==> src/rtl/cpu15_pkg.sv <==
// Shared constants for the 15-bit CPU core: widths, instruction field positions,
// opcode names and the fetch/decode FSM state encoding.
package cpu15_pkg;

    localparam int DATA_W  = 16;
    localparam int ADDR_W  = 8;
    localparam int INST_W  = 15;
    localparam int REG_NUM = 8;
    localparam int SEL_W   = $clog2(REG_NUM);

    // Instruction fields; rb and op_data deliberately overlap
    localparam int OPC_MSB = 14;
    localparam int OPC_LSB = 11;
    localparam int RA_MSB  = 10;
    localparam int RB_MSB  = 7;
    localparam int OPD_MSB = 7;

    typedef enum logic [3:0] {
        OP_MOV = 4'h0,
        OP_ADD = 4'h1,
        OP_SUB = 4'h2,
        OP_AND = 4'h3,
        OP_OR  = 4'h4,
        OP_XOR = 4'h5,
        OP_SHL = 4'h6,
        OP_SHR = 4'h7,
        OP_LDL = 4'h8,
        OP_LDH = 4'h9,
        OP_CMP = 4'ha,
        OP_JE  = 4'hb,
        OP_JMP = 4'hc,
        OP_LD  = 4'hd,
        OP_ST  = 4'he,
        OP_HLT = 4'hf
    } opcode_t;

    typedef enum logic [2:0] {
        S_FETCH  = 3'd0,
        S_DECODE = 3'd1,
        S_EXEC   = 3'd2,
        S_WB     = 3'd3,
        S_HALT   = 3'd4
    } state_t;

endpackage

==> src/rtl/reg_file.sv <==
// Register file: two asynchronous read ports, one synchronous write port,
// asynchronous active-low clear of every entry.
module reg_file
    import cpu15_pkg::*;
#(
    parameter int DW    = DATA_W,
    parameter int DEPTH = REG_NUM,
    parameter int SW    = $clog2(DEPTH)
) (
    input  logic          clk,
    input  logic          rst_n,
    input  logic          we,
    input  logic [SW-1:0] waddr,
    input  logic [DW-1:0] wdata,
    input  logic [SW-1:0] raddr_a,
    input  logic [SW-1:0] raddr_b,
    output logic [DW-1:0] rdata_a,
    output logic [DW-1:0] rdata_b
);

    logic [DW-1:0] mem [DEPTH];

    // NOTE: the array is reset on purpose -- every register must read zero after
    // reset, so this storage maps to flops, not a RAM macro.
    always_ff @(posedge clk or negedge rst_n) begin
        if (!rst_n) begin
            for (int i = 0; i < DEPTH; i++) begin
                mem[i] <= '0;
            end
        end else if (we) begin
            mem[waddr] <= wdata;
        end
    end

    assign rdata_a = mem[raddr_a];
    assign rdata_b = mem[raddr_b];

endmodule

==> src/rtl/fetch_decode.sv <==
// Front end of the 15-bit CPU: fetch from ROM, decode, read the register file,
// strobe exec, then write back and adopt exec's PC. Optional FETCH_DECODE_STEP_EN.
module fetch_decode
    import cpu15_pkg::*;
(
    input  logic              CLK,
    input  logic              RESET_N,
    output logic [ADDR_W-1:0] ROM_ADDR,
    input  logic [INST_W-1:0] ROM_DATA,
    output logic [3:0]        OP_CODE,
    output logic [DATA_W-1:0] REG_A,
    output logic [DATA_W-1:0] REG_B,
    output logic [7:0]        OP_DATA,
    output logic              EX_EN,
    input  logic [ADDR_W-1:0] P_COUNT,
    input  logic [DATA_W-1:0] REG_IN,
    input  logic              REG_WEN,
`ifdef FETCH_DECODE_STEP_EN
    input  logic              STEP,
    output logic              STEP_WAIT,
`endif
    output logic              HALTED
);

    state_t            state_q;
    state_t            state_d;
    logic [ADDR_W-1:0] pc_q;
    logic [INST_W-1:0] ir_q;
    logic              fetch_go;
    logic [SEL_W-1:0]  ra;
    logic [SEL_W-1:0]  rb;
    logic [DATA_W-1:0] rf_a;
    logic [DATA_W-1:0] rf_b;
    logic              rf_we;

    assign ra = ir_q[RA_MSB -: SEL_W];
    assign rb = ir_q[RB_MSB -: SEL_W];

`ifdef FETCH_DECODE_STEP_EN
    assign fetch_go  = STEP;
    assign STEP_WAIT = (state_q == S_FETCH);
`else
    assign fetch_go  = 1'b1;
`endif

    // Writeback lands before the next DECODE, so no read bypass is needed
    assign rf_we = (state_q == S_WB) && REG_WEN;

    reg_file #(
        .DW    (DATA_W),
        .DEPTH (REG_NUM)
    ) u_reg_file (
        .clk     (CLK),
        .rst_n   (RESET_N),
        .we      (rf_we),
        .waddr   (ra),
        .wdata   (REG_IN),
        .raddr_a (ra),
        .raddr_b (rb),
        .rdata_a (rf_a),
        .rdata_b (rf_b)
    );

    // NOTE: state_d gets a default before the case so no path leaves it
    // unassigned, which would otherwise infer a latch.
    always_comb begin
        state_d = state_q;
        case (state_q)
            S_FETCH:  if (fetch_go) state_d = S_DECODE;
            S_DECODE: state_d = (ir_q[OPC_MSB:OPC_LSB] == OP_HLT) ? S_HALT : S_EXEC;
            S_EXEC:   state_d = S_WB;
            S_WB:     state_d = S_FETCH;
            S_HALT:   state_d = S_HALT;
            default:  state_d = S_FETCH;
        endcase
    end

    // NOTE: non-blocking assignments keep every register updating from the
    // pre-edge values, independent of statement order.
    always_ff @(posedge CLK or negedge RESET_N) begin
        if (!RESET_N) begin
            state_q <= S_FETCH;
            pc_q    <= '0;
            ir_q    <= '0;
            OP_CODE <= '0;
            OP_DATA <= '0;
            REG_A   <= '0;
            REG_B   <= '0;
        end else begin
            state_q <= state_d;
            if (state_q == S_FETCH && fetch_go) begin
                ir_q <= ROM_DATA;
            end
            if (state_q == S_DECODE) begin
                OP_CODE <= ir_q[OPC_MSB:OPC_LSB];
                OP_DATA <= ir_q[OPD_MSB:0];
                REG_A   <= rf_a;
                REG_B   <= rf_b;
            end
            // Exec computes every PC change; wrap from 8'hff is taken as given
            if (state_q == S_WB) begin
                pc_q <= P_COUNT;
            end
        end
    end

    assign ROM_ADDR = pc_q;
    assign EX_EN    = (state_q == S_EXEC);
    assign HALTED   = (state_q == S_HALT);

endmodule

==> config.mk <==
export PLATFORM = sky130hd
export DESIGN_NAME = fetch_decode
export DESIGN_NICKNAME = d
export VERILOG_FILES = /design/src/rtl/cpu15_pkg.sv /design/src/rtl/reg_file.sv /design/src/rtl/fetch_decode.sv
export SDC_FILE = /design/constraint.sdc
export NUM_CORES = 1
export LEC_CHECK = 0
export CORE_MARGIN = 10
export CORE_UTILIZATION = 40
export CTS_CLUSTER_DIAMETER = 40
export CTS_CLUSTER_SIZE = 16
export DETAILED_ROUTE_END_ITERATION = 16
export PLACE_DENSITY_LB_ADDON = 0.05
export RECOVER_POWER = 25
export SYNTH_ARGS = -nofsm -noshare
export SYNTH_HDL_FRONTEND = slang
export SYNTH_HIERARCHICAL = 1
export SYNTH_SLANG_ARGS = --single-unit
==> constraint.sdc <==
create_clock -name CLK -period 2.3 [get_ports CLK]
set_input_delay 0.46 -clock CLK [delete_from_list [all_inputs] [get_ports CLK]]
set_output_delay 0.46 -clock CLK [all_outputs]
set_load 0.02 [all_outputs]
==> flow_summary.ini <==
[status]
status = finished, final reports clean

[floorplanning]
start_util_pct = 40.9
rows = 56
io_pins = 96
die_y_um = 175
die_w_um = 175
die_area_um2 = 30700
core-area_um2 = 23600

[sta]
fin_crit_sh_pct = 90.6
setup_violations = 0
clock-skew-final_ns = 0.0167
rsz0062_at_grt = false
max_slew_margin_pct = 7.16
tightestPinTransition_ns = 1.39
period_needed_ns = 2.08
fmax_ghz = 0.480
hold_slack_ns = 0.485
timing.final.hold_violations = 0
final-max-slew-violation-count = 0

[synth]
synth_warnings = 6
syn_nets = 590
yosysSeqAreaShare_pct = 51.3
synth_cells = 548
avgSynthCellArea_um2 = 17.6
yosys.cell_types.count = 24
synthesis.area_um2 = 9650
ys_ff_latch = 198

[placed_design]
portBuffers = 95
place_inst = 964
place_hpwl_um = 14800
place_congestion = 0.735

[clock_tree]
cts_max_level = 4
clkTransAtPathRegs_ns = 0.07
clkLatencyLatePin_ns = 0.44
cts-buffers-inserted = 17
cts_tree = done
clockBufferDepth = 2
root_buffer = clkbuf_16
clock_sinks = 198

[worst_hold_path]
worstHoldStart = REG_B[13]
min_path_cells = 1
min_path_type = register to register
hold_end = REG_B[13]

[worst_setup_path]
critPathRequiredTime_ns = 2.61
arrival_ns = 2.40
crit_start = ir_q[8]
ff2ff_path_depth = 4
r2r_end = REG_A[0]
critPathLaunchType = register
cp_max_fo = 19
rrSetupSlack_ns = 0.22
r2r_start = ir_q[8]
crit_path_end_kind = register
crit_type = register to register

[finish]
drive_above_1_share_pct = 41.3
final_nets = 707
areaGrowthSynthToFinish_pct = 22.7
final_cell_count_no_fill = 998

[global_routing]
grt_max_degree = 53
grt_first_pass_wirelength_um = 35700
antenna_found_initial = 1
gr-usage-all-layers_pct = 14.9
globalRouteOverflowTotal = 0
grt_pass1_vias = 5963

[power]
vdd_ir_drop_max_v = 0.000544
power_uw = 16600
p_leak_uw = 0.00535
power_density_nw_per_um2 = 1400

[routing]
num_vias = 5409
wire_per_inst_um = 22.4
drc = 0
drt_iter0_drc = 275
routed_wl_um = 22400
drtPass1Iterations = 4
viasPerCell = 5.42
detail-route-antenna-nets = 0

[flow_run]
maxCapViolCount = 0
==> report_power, final <==
part           total [µW]  switching [µW]  internal, µW
clock                3080            1350          1730
combinational        7480            3000          4480
sequential           6000            1020          4980
==> cells by family (layout without fill, tap and decap cells) <==
group	count (synthesis)	in the layout	share of synthesized area, %
multiplexers	291	291	43.6
flip-flops	198	198	51.3
buffers and inverters	40	170	2.98
AND/OR/NAND/NOR	17	17	1.92
AO/OA/AOI/OAI	2	2	0.156
other	0	1	0
==> state kept, by name, indices dropped and copies added (netlist names) <==
register	flops
ir_q	15
u_reg_file/mem	128
REG_A	16
OP_DATA	8
ROM_ADDR	8
REG_B	16
OP_CODE	4
state_q	3
==> cells in the final DEF, fill, tap and decap left out <==
cell type and instances:
buf_4 27, clkbuf_1 3, dlygate4sd3_1 1, nor3b_4 1, dfrtp_1 196, dlygate4sd2_1 2, clkinvlp_4 5, nand3b_1 1
mux2_2 189, a21o_1 2, clkinv_2 1, mux4_1 56, inv_6 3, nor2_1 2, bufinv_16 3, dfrtp_2 2
inv_1 1, and4_1 1, nor3b_1 2, mux2_1 38, nand4_1 1, nand4_2 1, nor4b_4 1, buf_12 13
clkbuf_2 1, diode_2 1, clkdlybuf4s50_1 92, mux4_2 8, inv_8 1, nor4bb_4 3, clkbuf_16 17, nand4b_2 3
nor3_4 1
==> repair_timing <==
item	4_1_cts	5_1_grt
hold buffers	1	0
gates resized for setup	2	0
endpoints found under the hold margin	31	0
endpoints found under the setup margin	2	0
setup buffers	0	0
==> layout make-up <==
type | instances | area [µm²]
clock inverters | 13 | 170
well taps | 319 | 399
inverters | 1 | 3.75
fillers | 1986 | 11800
clock buffers | 19 | 433
repair buffers | 137 | 1420
diodes | 1 | 2.50
multi-input cells | 310 | 4460
flip-flops and latches | 198 | 4960
==> worst max-delay path by stage <==
stage | to | slack [ns] | depth (start not counted)
finish | REG_A[0] | 0.22 | 4
global route | u_reg_file/mem[108] | 0.09 | 6
CTS | HALTED | 0.18 | 2
detailed placement | u_reg_file/mem[59] | -0.01 | 7
global placement | u_reg_file/mem[62] | -0.02 | 7
floorplan | u_reg_file/mem[85] | 0.14 | 7
==> through the flow <==
stage	setup TNS [ns]	worst slack, ns	area (µm²)	utilization (%)
2_1_floorplan	0	0.136	9650	-
3_3_place_gp	-0.174	-0.0190	11200	47.6
3_5_place_dp	-0.0219	-0.0118	11200	47.6
4_1_cts	0	0.177	11900	50.2
5_1_grt	0	0.0938	11800	50.2
6_report	0	0.216	11800	50.2
==> layer usage <==
layer  GRT usage [%]  share of wire (%)
met5               0                  0
met4            3.71               0.78
met3            3.24                3.6
met2            24.9                 50
met1            19.3                 45
==> Yosys cell counts (all sizes together) <==
| library cell | n | area, µm² |
|---|---|---|
| a21o | 2 | 15.0 |
| and4 | 1 | 8.76 |
| buf | 34 | 263 |
| clkbuf | 5 | 21.3 |
| dfrtp | 198 | 4950 |
| inv | 1 | 3.75 |
| mux2 | 227 | 2560 |
| mux4 | 64 | 1650 |
| nand3b | 1 | 7.51 |
| nand4 | 2 | 18.8 |
| nand4b | 3 | 45.0 |
| nor2 | 2 | 7.51 |
| nor3 | 1 | 16.3 |
| nor3b | 3 | 27.5 |
| nor4b | 1 | 23.8 |
| nor4bb | 3 | 30.0 |
==> critical path, stage by stage (launching register included) <==
cell and delay [ns]:
dfrtp_2 0.53, buf_12 0.24, mux4_1 0.58, mux2_2 0.31, mux2_1 0.29
Power figures use the tool's default switching activity.
